==> src/rtl/fwd_scoreboard.sv <==
// EX-stage operand forwarding scoreboard: tracks in-flight register writes over
// DEPTH post-EX stages, drives per-source forwarding selects and load-use stall.
module fwd_scoreboard #(
    parameter int NUM_SRC    = 2,
    parameter int DEPTH      = 2,
    parameter int REG_AW     = 5,
    parameter int LOAD_STAGE = 1,
    parameter int CNT_W      = 16,
    localparam int SEL_W     = $clog2(DEPTH + 1)
) (
    input  logic                      clk,
    input  logic                      rst,
    input  logic                      hold,
    input  logic                      flush,
    input  logic                      ex_valid,
    input  logic                      ex_we,
    input  logic [REG_AW-1:0]         ex_rd,
    input  logic                      ex_is_load,
    input  logic [NUM_SRC*REG_AW-1:0] src_addr,
    input  logic [NUM_SRC-1:0]        src_is_reg,
    output logic [NUM_SRC*SEL_W-1:0]  fwd_sel,
    output logic                      stall,
    output logic [CNT_W-1:0]          stall_cnt
);

    localparam int unsigned LS = LOAD_STAGE;

    logic [DEPTH-1:0]  valid_q;
    logic [DEPTH-1:0]  we_q;
    logic [DEPTH-1:0]  load_q;
    logic [REG_AW-1:0] rd_q [DEPTH];
    logic [CNT_W-1:0]  cnt_q;
    logic [CNT_W-1:0]  cnt_d;
    logic              entry0_valid_d;

    logic [DEPTH-1:0]   live;
    logic [NUM_SRC-1:0] found;
    logic               stall_src;

    // An entry can only ever forward if it is a real, non-r0 register write.
    always_comb begin
        live = '0;
        for (int unsigned k = 0; k < DEPTH; k++) begin
            live[k] = valid_q[k] & we_q[k] & (rd_q[k] != '0);
        end
    end

    // Ascending scan with a found flag: the lowest (youngest) matching entry wins.
    always_comb begin
        fwd_sel   = '0;
        found     = '0;
        stall_src = 1'b0;
        for (int unsigned i = 0; i < NUM_SRC; i++) begin
            for (int unsigned k = 0; k < DEPTH; k++) begin
                if (!found[i] && live[k] && src_is_reg[i] &&
                    (rd_q[k] == src_addr[i*REG_AW +: REG_AW])) begin
                    found[i] = 1'b1;
                    fwd_sel[i*SEL_W +: SEL_W] = SEL_W'(k + 1);
                    if (load_q[k] && (k < LS)) begin
                        stall_src = 1'b1;
                    end
                end
            end
        end
    end

    assign stall          = ex_valid & ~flush & stall_src;
    assign entry0_valid_d = ex_valid & ~stall & ~flush;
    assign cnt_d          = (stall && (cnt_q != '1)) ? cnt_q + 1'b1 : cnt_q;
    assign stall_cnt      = cnt_q;

    always_ff @(posedge clk) begin
        if (rst) begin
            valid_q <= '0;
            we_q    <= '0;
            load_q  <= '0;
            cnt_q   <= '0;
            for (int unsigned k = 0; k < DEPTH; k++) begin
                rd_q[k] <= '0;
            end
        end else if (!hold) begin
            for (int unsigned k = 1; k < DEPTH; k++) begin
                valid_q[k] <= valid_q[k-1];
                we_q[k]    <= we_q[k-1];
                load_q[k]  <= load_q[k-1];
                rd_q[k]    <= rd_q[k-1];
            end
            valid_q[0] <= entry0_valid_d;
            we_q[0]    <= ex_we;
            load_q[0]  <= ex_is_load;
            rd_q[0]    <= ex_rd;
            cnt_q      <= cnt_d;
        end
    end

endmodule

==> config.mk <==
export PLATFORM = sky130hd
export DESIGN_NAME = fwd_scoreboard
export DESIGN_NICKNAME = d
export VERILOG_FILES = /design/src/rtl/fwd_scoreboard.sv
export SDC_FILE = /design/constraint.sdc
export NUM_CORES = 1
export LEC_CHECK = 0
export ABC_AREA = 1
export CAP_MARGIN = 20
export CELL_PAD_IN_SITES_DETAIL_PLACEMENT = 0
export CELL_PAD_IN_SITES_GLOBAL_PLACEMENT = 1
export CORE_UTILIZATION = 35
export CTS_BUF_LIST = sky130_fd_sc_hd__clkbuf_2
export DETAILED_ROUTE_END_ITERATION = 10
export DONT_BUFFER_PORTS = 1
export PLACE_DENSITY = 0.75
export SYNTH_ARGS = -nofsm -noshare
export SYNTH_HDL_FRONTEND = slang
export SYNTH_SLANG_ARGS = --single-unit
==> constraint.sdc <==
create_clock -name clk -period 2.01 [get_ports clk]
set_clock_uncertainty 0.15 [all_clocks]
set_input_delay 0.201 -clock clk [delete_from_list [all_inputs] [get_ports clk]]
set_output_delay 0.201 -clock clk [all_outputs]
set_load 0.01 [all_outputs]
==> results of run 1 <==
[critical path, cell delays in order (launching register included)]
cell	delay [ps]
sky130_fd_sc_hd__edfxtp_1	480
sky130_fd_sc_hd__buf_4	170
sky130_fd_sc_hd__xor2_1	140
sky130_fd_sc_hd__nor3_1	130
sky130_fd_sc_hd__nand3_1	140
sky130_fd_sc_hd__nor3_4	220
[logic make-up (layout without fill, tap and decap cells)]
logic type | after synthesis | after routing | synth area share (%)
buffers and inverters | 42 | 84 | 9.95
xor gates and xnor gates | 6 | 6 | 3.01
AOI/OAI and AO/OA | 28 | 28 | 9.23
adders and majority gates | 1 | 1 | 0.716
DFF | 31 | 31 | 41.2
and+or+nand+nor | 146 | 146 | 35.9
[cells in the final DEF (no fill, tap or decap), types with 6 or more instances in the layout]
master and count:
sky130_fd_sc_hd__nand2_1 51, sky130_fd_sc_hd__nor2_1 42, sky130_fd_sc_hd__inv_1 27, sky130_fd_sc_hd__nand3_1 26, sky130_fd_sc_hd__buf_4 21, sky130_fd_sc_hd__dfxtp_1 19
sky130_fd_sc_hd__dlygate4sd3_1 13, sky130_fd_sc_hd__a21oi_1 12, sky130_fd_sc_hd__edfxtp_1 10, sky130_fd_sc_hd__o21ai_0 6, sky130_fd_sc_hd__nand2_2 6
[per-layer routing]
layer	vias up	part of all wire, %	track usage (%)
met5	-	0	0
met4	0	1.9	7.19
met3	11	7.4	6.63
li1	900	-	-
met1	796	47	23.9
met2	51	44	25.0
[how the worst min path moves through the flow]
stage          slack, ps  startpoint       endpoint
6_report              40         rst   stall_cnt[0]
5_1_grt               20         rst   stall_cnt[0]
4_1_cts               10         rst   stall_cnt[2]
3_5_place_dp         130         rst  stall_cnt[11]
3_3_place_gp         130         rst  stall_cnt[11]
2_1_floorplan        120         rst  stall_cnt[11]
[cell usage after synthesis, types with 5 or more instances]
| master | number | share of area, % |
|---|---|---|
| sky130_fd_sc_hd__nand2_1 | 57 | 12 |
| sky130_fd_sc_hd__nor2_1 | 46 | 9.9 |
| sky130_fd_sc_hd__inv_1 | 31 | 6.7 |
| sky130_fd_sc_hd__nand3_1 | 30 | 8.6 |
| sky130_fd_sc_hd__dfxtp_1 | 21 | 24 |
| sky130_fd_sc_hd__a21oi_1 | 13 | 3.7 |
| sky130_fd_sc_hd__edfxtp_1 | 10 | 17 |
| sky130_fd_sc_hd__o21ai_0 | 6 | 1.7 |
| sky130_fd_sc_hd__inv_2 | 5 | 1.1 |
| sky130_fd_sc_hd__nor3_1 | 5 | 1.4 |
| sky130_fd_sc_hd__xor2_1 | 5 | 2.5 |
[report_power, final]
part	leakage [nW]	internal, mW	total, mW	switching [mW]
clock	0.0284	0.0791	0.312	0.233
sequential	0.281	0.667	0.688	0.0207
combinational	0.706	0.0643	0.143	0.0784
total	1.02	0.811	1.14	0.332
[metrics by stage]
stage	total power [mW]	util (%)	worst slack, ps	setup TNS (ps)	cell area (µm²)
final	1.14	48.6	4.11	0	2310
after CTS	1.14	45.7	-38.7	-93.9	2170
after floorplan	0.777	-	168	0	1750
after global routing	1.20	48.6	-120	-912	2310
after detailed placement	0.802	41.1	55.1	0	1950
after global placement	0.800	41.1	45.8	0	1950
[sequential cells by signal, indices dropped and copies added (netlist names)]
| signal | flops |
|---|---|
| valid_q | 2 |
| stall_cnt | 16 |
| we_q | 2 |
| rd_q | 10 |
| load_q | 1 |
[cell type report]
cell class | instances | area share, %
Clock inverter | 3 | 0.595
Timing Repair Buffer | 39 | 15.9
Clock buffer | 5 | 1.08
Multi-Input combinational cell | 181 | 41.0
Sequential cell | 31 | 31.3
Inverter | 37 | 6.55
Tap cell | 67 | 3.63
[repair_timing]
item	in CTS	in global routing
endpoints found under the setup margin	3	21
hold buffers	13	0
resized for setup	8	29
cloned	0	1
buffers inserted	4	2
hold endpoints to repair	12	0
pin swaps	7	12
==> run summary, run 1 <==
The first-pass GRT wire length is 7090 µm. The die is 72.7 µm tall. The startpoint identified for the worst register-to-register timing path is rd_q[0][3]. Data on the critical path is required at its endpoint by 1660 ps.

The worst hold margin came out at 39.5 ps. The slew of the pin with the lowest slew margin is 508 ps. The total core area came out at 0.00475 mm².

The worst-case register-to-register setup slack is 90 ps. The number of max-slew violations in the final report is 0. The I/O pin count came out at 45. The via count of the first global-routing pass is 1,552. The global placer's final weighted congestion is 0.794.

The depth of the CTS H-tree came out at 2. The path class of the tightest hold or removal check is in -> reg. The peak ir drop on the vdd network is 0.000282 V.

The length in cells of the worst reg-to-reg path is 14. The number of synthesis warnings is 0. The full die area came out at 0.00528 mm².

STA classifies the critical path endpoint as an output pin. In this run the core area contains 25 standard-cell rows. The flow ran to the end, and the final reports show no timing, DRC or antenna violations. Setup repair after global routing could not meet its margin everywhere.

Counting the fill cells in the layout gives 491. The worst slew margin relative to its limit is 66.1%. The standby leakage power is 1.02 nW.

Entering global routing, the biggest net connects 31 pins. The final layout net count came out at 320. The number of placed instances with taps included came out at 335. The number of hold violations in the final report came out at 0.

The violation count after the first detailed-route iteration is 90. The category of the most critical setup path is reg -> out. For this block, the routed nets add up to 4600 µm of wire. The highest fanout seen on the critical path came out at 3.

For the worst-skew pair, the clock arrives at the later sink with an insertion delay of 390 ps. The number of cells on the worst hold path is 4. Setup violations remaining at the end of the flow were counted as 0.

The final antenna diode count is 0. Summing over every cut layer, the via total after detailed routing is 1,758. Summing every instance area after synthesis gives 0.00175 mm².

The tool flagged a number of max-cap violations equal to 0. Among all flip-flop cells after synthesis, the most frequent one is sky130_fd_sc_hd__dfxtp_1. In the final layout, the multi-input gates occupy 948 µm². The die outline width is 72.7 µm. The wire length per cell after detailed routing is 12.7 µm. The root buffer cell chosen for the clock tree is sky130_fd_sc_hd__clkbuf_2.

The number of input and output port buffers inserted is 0. The share of cells above drive strength 1 came out at 23.0%. Static timing analysis puts the maximum clock frequency at 499 MHz. The number of register bits inferred by synthesis came out at 31. The critical path starts at rd_q[0][7]. The time the final worst path needs with I/O delays and setup came out at 2010 ps.

The critical path capture point is fwd_sel[3]. The clock buffer count from CTS is 5. The number of antenna-violating nets in the routed design came out at 0. The number of antenna violations at the first check in global routing is 0.

The net count of the mapped netlist is 279. The synthesized area per cell came out at 6.88 µm². The synthesized netlist contains 33 unique library cells. Dividing the final minimum period by the clock period gives 99.8%. The kind of launch point of the worst setup path is a register.

The area added between synthesis and finish is 32.3%. The async set-or-reset flop fraction in the synthesized netlist is 0%. The pre-antenna-repair detailed-routing pass consisted of 4 iterations. The clock-pin slew on the worst setup and hold paths came out at 190 ps. For the worst setup path, the data arrival time is 1650 ps.

The total overflow left after global routing is 0. For this design, the sink count on the clock tree is 31. The final standard cell count with taps included and fillers excluded came out at 363. The proportion of synthesized chip area in sequential cells is 41.2%. The endpoint identified for the worst register-to-register timing path is stall_cnt[8]. Dividing total power by cell area gives a power density of 494 mW/mm². For this run, the total global-route usage over all layers was measured as 17.6%.

For this run, design rule violations remaining after detail routing come to 0. The sequential cell area is 723 µm². Synthesis produced a netlist whose cell count is 254. The estimated wirelength of the detail-placed design is 3070 µm. The initial core utilization came out at 36.8%. The buffer depth of the longest clock path is 2. The synthesized design contains 10 enable-type register cells. The per-cell via count in the routed design came out at 4.84. The TritonCTS clock tree is built.
No activity file was read; power rests on OpenSTA's default activity.
==> run 2: changes to the inputs <==
==> constraint.sdc (replaced) <==
create_clock -name clk -period 2.01 [get_ports clk]
set_clock_uncertainty 0.15 [all_clocks]
set_input_delay 0.402 -clock clk [delete_from_list [all_inputs] [get_ports clk]]
set_output_delay 0.402 -clock clk [all_outputs]
set_load 0.01 [all_outputs]
==> run 2 against run 1 <==
Effect of this change: the flow now finishes with violations (negative setup slack); clock power is 4% lower; die area stayed put; sequential power barely moved; worst setup slack got worse by 200 ps; critical endpoint unchanged; sequential share of layout area rose by 2.2 points; core utilization shrank 3.4 points; sequential cell count stayed put; cell count fell by 2.5%.
==> run summary, run 2 (same netlist as run 1, synthesis figures left out) <==
The run finished, with violations left. The checks that failed: negative setup slack. The peak ir drop on the vdd network came out at 0.000220 V (-22%). The insertion delay of the later-clocked pin in the worst-skew pair came out at 360 ps (-30 ps).

Setup repair after global routing could not meet its margin everywhere. The library cell used most frequently in the layout, excluding fill and tap cells, is sky130_fd_sc_hd__nand2_1. The remaining routing DRC violations was 0 (unchanged). The worst setup path is captured at an output pin. The number of fill cells was 517 (+5.3%). The estimated wirelength of the detail-placed design came out at 3050 µm (-0.75%). The slew of the pin with the lowest slew margin came to 518 ps (+10.1 ps). In this run the most critical hold path is launched from hold.

The number of cells on the worst hold path was 2 (-2). The global placer's final weighted congestion came out at 0.809 (+1.8%). The total core area is 0.00475 mm² (unchanged).

The clock buffer count from CTS is 5 (unchanged). The worst slew margin relative to its limit is 65.4% (-0.67 points). The worst register-to-register path begins at rd_q[0][4]. The number of input and output port buffers inserted is 0 (unchanged). The die height came out at 72.7 µm (unchanged). The total routed wirelength came out at 4260 µm (-7.3%). The total setup violations reported at the end of the flow came out at 15 (+15). The number of antenna-violating nets in the routed design is 0 (unchanged). The critical path arrival is 1650 ps (about the same). The worst setup path is launched from a register. The number of placed instances with taps included came out at 338 (+0.90%). The first-pass GRT wire length came out at 6720 µm (-5.2%). The final standard cell count with taps included and fillers excluded came out at 354 (-2.5%). The die outline width came out at 72.7 µm (unchanged). The flip-flop count of the largest register after layout came out at 16 (unchanged). The final layout net count came to 311 (-2.8%). The highest fanout seen on the critical path was 4 (+1). The portion of the clock cycle consumed by the worst path in the final layout is 110% (+9.9 points). The maximum number of pins on one net before global-route repair came to 31 (unchanged).

The detailed-route via count was 1,635 (-7.0%). The critical path starts at rd_q[0][1]. The critical path is of the reg -> out type. The worst min-delay path category is in -> reg. The number of search-and-repair iterations in the first detailed-routing pass is 4 (unchanged).

The time the final worst path needs with I/O delays and setup is 2210 ps (+199 ps). The via count of the first global-routing pass is 1,548 (-0.26%). The post-placement cell area is 0.00197 mm² (+1.2%).

The utilization of the core after routing is 45.2% (-3.4 points). The final worst setup slack came out at -195 ps (-199 ps). The number of antenna violations at the first check in global routing is 0 (unchanged). The full die area came out at 0.00528 mm² (unchanged). The worst hold margin came out at 30.3 ps (-9.27 ps). The buffer depth of the longest clock path came out at 2 (unchanged).

The global routing usage summed across all routing layers is 16.4% (-1.2 points). The area added between synthesis and finish is 23.0%. The standby leakage power is 0.963 nW (-5.1%). The per-cell via count in the routed design is 4.62 (-4.6%). The required time of the critical path came out at 1460 ps (-200 ps). The depth of the CTS H-tree came out at 2 (unchanged). TritonCTS built the clock tree. The clock-pin slew on the worst setup and hold paths came to 150 ps (-40 ps).

The total power per unit cell area is 511 mW/mm² (+3.4%). The length in cells of the worst reg-to-reg path is 14 (unchanged). The number of hold violations in the final report came to 0 (unchanged). The violation count after the first detailed-route iteration came out at 81 (-10%). The site row count is 25 (unchanged). The number of max-slew violations in the final report came to 0 (unchanged).

The max-cap check violation count was 0 (unchanged). The TritonCTS sink count came out at 31 (unchanged). The final antenna diode count is 0 (unchanged). The cell area after layout is 0.00215 mm² (-7.0%). The wire length per cell after detailed routing was 12.0 µm (-4.9%). The global-route congestion overflow total came out at 0 (unchanged). The maximum achievable frequency is 453 MHz (-9.0%). In this run the clock root is driven by a sky130_fd_sc_hd__clkbuf_2. The library cells used most frequently in the layout, excluding fill and tap cells, are sky130_fd_sc_hd__nand2_1 (57), sky130_fd_sc_hd__nor2_1 (44), sky130_fd_sc_hd__inv_1 (27), sky130_fd_sc_hd__nand3_1 (27), sky130_fd_sc_hd__dfxtp_1 (21).

The share of cells above drive strength 1 is 18.8% (-4.2 points). The I/O pin count came to 45 (unchanged). The initial core utilization is 36.8% (unchanged).
==> run 2: changes by cell type in the layout (fill, tap and decap cells not counted), moves of 3 or more <==
cell	change
sky130_fd_sc_hd__nor3_4	-3
sky130_fd_sc_hd__nor3_2	+3
sky130_fd_sc_hd__inv_2	+3
sky130_fd_sc_hd__inv_4	-3
sky130_fd_sc_hd__dlygate4sd3_1	-8
sky130_fd_sc_hd__nand2_2	-6
sky130_fd_sc_hd__nand2_1	+6
==> run 2: what timing repair did <==
action / CTS / global route
hold buffers: 4 / 1
endpoints found under the setup margin: 5 / 21
resized for setup: 10 / 5
hold endpoints to repair: 3 / 1
cloned: 0 / 2
pin swaps: 10 / 3
buffers inserted: 1 / 0
==> run 2: metrics by stage <==
stage               TNS [ps]  setup WS [ps]  total power [mW]
floorplan                  0            168             0.777
global placement           0           37.0             0.800
detailed placement         0           44.7             0.802
CTS                    -1250           -247              1.11
global route           -4840           -354              1.16
finish                  -801           -195              1.10
==> run 2: path summary, 6_finish.rpt <==
path	to	slack, ps
min reg2reg	we_q[1]	350
max reg2reg	stall_cnt[8]	-60
max	fwd_sel[3]	-200
min	valid_q[1]	30
==> run 2: area by class of cell <==
type | count | area (µm²) | share of cell area (%)
Tap cell | 67 | 83.8 | 3.90
Sequential cell | 31 | 721 | 33.5
Clock buffer | 6 | 30.0 | 1.40
Clock inverter | 2 | 8.76 | 0.407
Inverter | 37 | 141 | 6.57
Timing Repair Buffer | 30 | 283 | 13.1
Multi-Input combinational cell | 181 | 883 | 41.1
==> run 2: where the power goes <==
| group | switching (mW) | total (mW) | internal, mW |
|---|---|---|---|
| Combinational | 0.0676 | 0.114 | 0.0465 |
| Clock | 0.212 | 0.298 | 0.0856 |
| Sequential | 0.0205 | 0.688 | 0.667 |
==> run 2: worst max-delay path: stages (launching register included) <==
cell	delay, ps
sky130_fd_sc_hd__edfxtp_1	490
sky130_fd_sc_hd__nor2_1	130
sky130_fd_sc_hd__nand3_1	80
sky130_fd_sc_hd__nand2_1	70
sky130_fd_sc_hd__inv_2	50
sky130_fd_sc_hd__nand3_2	70
sky130_fd_sc_hd__buf_6	100
sky130_fd_sc_hd__inv_4	20
sky130_fd_sc_hd__nor3_2	140
sky130_fd_sc_hd__buf_4	140
==> run 2: layer usage <==
metal	part of all wire (%)	vias up	global-route usage, %
met3	6.2	5	5.52
met4	1.4	0	5.88
li1	-	882	-
met2	41	40	25.2
met5	0	-	0
met1	51	708	21.4
==> run 3: changes to the inputs <==
--- a/config.mk
+++ b/config.mk
@@ -15,4 +15,5 @@
 export DONT_BUFFER_PORTS = 1
 export PLACE_DENSITY = 0.75
+export SKIP_CTS_REPAIR_TIMING = 1
 export SYNTH_ARGS = -nofsm -noshare
 export SYNTH_HDL_FRONTEND = slang
==> constraint.sdc (replaced) <==
create_clock -name clk -period 2.01 [get_ports clk]
set_clock_uncertainty 0.15 [all_clocks]
set_input_delay 0.1005 -clock clk [delete_from_list [all_inputs] [get_ports clk]]
set_output_delay 0.1005 -clock clk [all_outputs]
set_load 0.1 [all_outputs]
==> run 3 against run 2 <==
Effect of this change: the flow still finishes with violations (negative setup slack); combinational power rose by 25%; cell count rose by 4.0%; maximum frequency rose by 6.0%; global-route usage rose by 1.1 points; clock-buffer cell count rose by 2; register-to-register slack improved by 110 ps; first-iteration DRC count rose by 38%; critical path type unchanged; largest cell class unchanged.
==> run summary, run 3 (same netlist as run 1, synthesis figures left out) <==
The number of antenna violations at the first check in global routing is 0 (unchanged). The full die area came to 0.00528 mm² (unchanged). The number of search-and-repair iterations in the first detailed-routing pass was 4 (unchanged). The first-pass GRT wire length is 7050 µm (+4.9%). The final standard cell count with taps included and fillers excluded came out at 368 (+4.0%). The global-route congestion overflow total is 0 (unchanged).

The post-placement cell area is 0.00210 mm² (+6.6%). The total power consumption of the routed design is 1.15 mW (+4.2%). The portion of the clock cycle consumed by the worst path in the final layout is 104% (-6.2 points).

The clock-pin slew on the worst setup and hold paths is 180 ps (+30 ps). The remaining routing DRC violations came out at 0 (unchanged). The global placer's final weighted congestion is 0.785 (-2.9%). The total core area came out at 0.00475 mm² (unchanged). The library cells used most frequently in the layout, excluding fill and tap cells, are sky130_fd_sc_hd__nand2_1 (51), sky130_fd_sc_hd__nor2_1 (45), sky130_fd_sc_hd__inv_1 (27). The final worst setup slack came out at -70.9 ps (+124 ps).

The highest fanout seen on the critical path is 5 (+1). The launch point of the critical path is rd_q[0][6]. The final antenna diode count came out at 0 (unchanged). The standby leakage power is 1.05 nW (+9.1%). The checks that failed: negative setup slack. The global routing usage summed across all routing layers is 17.5% (+1.1 points). The max-cap check violation count came to 0 (unchanged).

The maximum achievable frequency came to 481 MHz (+6.0%). In this run the most critical hold path is launched from ex_valid. The number of placed instances with taps included came out at 341 (+0.89%). The number of max-slew violations in the final report came to 0 (unchanged). The share of cells above drive strength 1 came out at 31.2% (+12 points). The critical path ends at fwd_sel[1].

The number of fill cells came to 507 (-1.9%). In this run the critical register-to-register path is launched from rd_q[0][3]. The required time of the critical path was 1760 ps (+300 ps). The flip-flop count of the largest register after layout came to 16 (unchanged).

The total power per unit cell area came to 466 mW/mm² (-8.8%). The worst slew margin relative to its limit came out at 66.4% (+1.0 points). Setup repair after global routing could not meet its margin everywhere. The site row count was 25 (unchanged). The I/O pin count is 45 (unchanged). The worst setup path is captured at an output pin.

The worst-case register-to-register setup slack came out at 50 ps (+110 ps). The wire length per cell after detailed routing came out at 12.6 µm (+5.0%). The end of the worst register-to-register path is stall_cnt[15]. The worst setup path is launched from a register. The run finished, with violations left. The die outline width is 72.7 µm (unchanged). The number of antenna-violating nets in the routed design was 0 (unchanged). The area added between synthesis and finish came out at 40.6%.

The total routed wirelength came to 4650 µm (+9.1%). Leaving out fill and tap cells, the most frequent cell in the layout is sky130_fd_sc_hd__nand2_1. The per-cell via count in the routed design is 4.70 (+1.8%). The depth of the CTS H-tree was 2 (unchanged). The maximum number of pins on one net before global-route repair came out at 19 (-39%). The number of input and output port buffers inserted came out at 0 (unchanged). The time the final worst path needs with I/O delays and setup came out at 2080 ps (-124 ps). The estimated wirelength of the detail-placed design is 3230 µm (+5.7%).

The cell area after layout came out at 0.00246 mm² (+14%). The via count of the first global-routing pass came to 1,531 (-1.1%). The die height is 72.7 µm (unchanged). The clock buffer count from CTS is 5 (unchanged). The detailed-route via count came out at 1,731 (+5.9%). The initial core utilization came out at 36.8% (unchanged). The CTS root buffer is sky130_fd_sc_hd__clkbuf_2.

The violation count after the first detailed-route iteration is 112 (+38%). The insertion delay of the later-clocked pin in the worst-skew pair is 380 ps (+20 ps). The number of hold violations in the final report is 0 (unchanged). The critical path arrival came out at 1830 ps (+180 ps). TritonCTS built the clock tree.

The TritonCTS sink count was 31 (unchanged). The final layout net count is 325 (+4.5%). The setup path with the least slack is of type reg -> out. The worst min-delay path category is in -> reg.

The total setup violations reported at the end of the flow came out at 2 (-13). The peak ir drop on the vdd network is 0.000278 V (+26%). The buffer depth of the longest clock path is 2 (unchanged). The slew of the pin with the lowest slew margin came out at 503 ps (-15.2 ps).

The length in cells of the worst reg-to-reg path is 12 (-2).
## run 3: changes by cell type in the layout (fill, tap and decap cells not counted), moves of 4 or more
cell	change
sky130_fd_sc_hd__buf_12	+4
sky130_fd_sc_hd__buf_4	+4
sky130_fd_sc_hd__dfxtp_1	-16
sky130_fd_sc_hd__dfxtp_2	+10
sky130_fd_sc_hd__dfxtp_4	+6
sky130_fd_sc_hd__dlygate4sd3_1	+8
sky130_fd_sc_hd__nand2_1	-6
sky130_fd_sc_hd__nand2_2	+6
sky130_fd_sc_hd__nand3_1	-8
sky130_fd_sc_hd__nand3_2	+7
## run 3: power breakdown
group	internal [mW]	switching, mW
Combinational	0.0638	0.0790
Sequential	0.659	0.0227
Clock	0.103	0.219
Total	0.825	0.321
## run 3: critical path: stages (launching register included)
cell                       delay [ps]
sky130_fd_sc_hd__edfxtp_1         510
sky130_fd_sc_hd__buf_4            180
sky130_fd_sc_hd__nor4_2           290
sky130_fd_sc_hd__nand2_1          100
sky130_fd_sc_hd__nand3_2          130
sky130_fd_sc_hd__nor3_4            60
sky130_fd_sc_hd__buf_12           160
## run 3: through the flow
step / setup slack (ps) / utilization (%) / TNS (ps) / hold WS (ps)
global placement: 138 / 44.3 / 0 / 25.9
CTS: -113 / 45.1 / -280 / -391
floorplan: -374 / - / -712 / 14.6
finish: -70.9 / 51.7 / -131 / 44.9
detailed placement: 88.0 / 44.3 / 0 / 18.5
global route: -141 / 51.7 / -1060 / 71.5
## run 3: worst min-delay path by stage
| stage | slack (ps) | end | cells past startpoint |
|---|---|---|---|
| 2_1_floorplan | 10 | stall_cnt[11] | 1 |
| 3_3_place_gp | 30 | stall_cnt[11] | 1 |
| 3_5_place_dp | 20 | stall_cnt[11] | 1 |
| 4_1_cts | -390 | stall_cnt[11] | 1 |
| 5_1_grt | 70 | stall_cnt[1] | 6 |
| 6_report | 40 | stall_cnt[1] | 6 |
## run 3: per-layer routing
metal / wire [µm] / global-route usage (%) / part of all wire, % / vias to the layer above
li1: - / - / - / 910
met1: 2310 / 24.4 / 50 / 779
met2: 2050 / 25.4 / 44 / 36
met3: 237 / 5.80 / 5.1 / 6
met4: 56 / 5.88 / 1.2 / 0
met5: 0 / 0 / 0 / -
## run 3: cell type report
class / instances / area [µm²] / share of cell area, %
timing repair buffer: 44 / 450 / 18.3
sequential: 31 / 756 / 30.8
tap: 67 / 83.8 / 3.41
multi-input combinational: 181 / 986 / 40.1
inverter: 37 / 141 / 5.75
clock buffer: 8 / 40.0 / 1.63
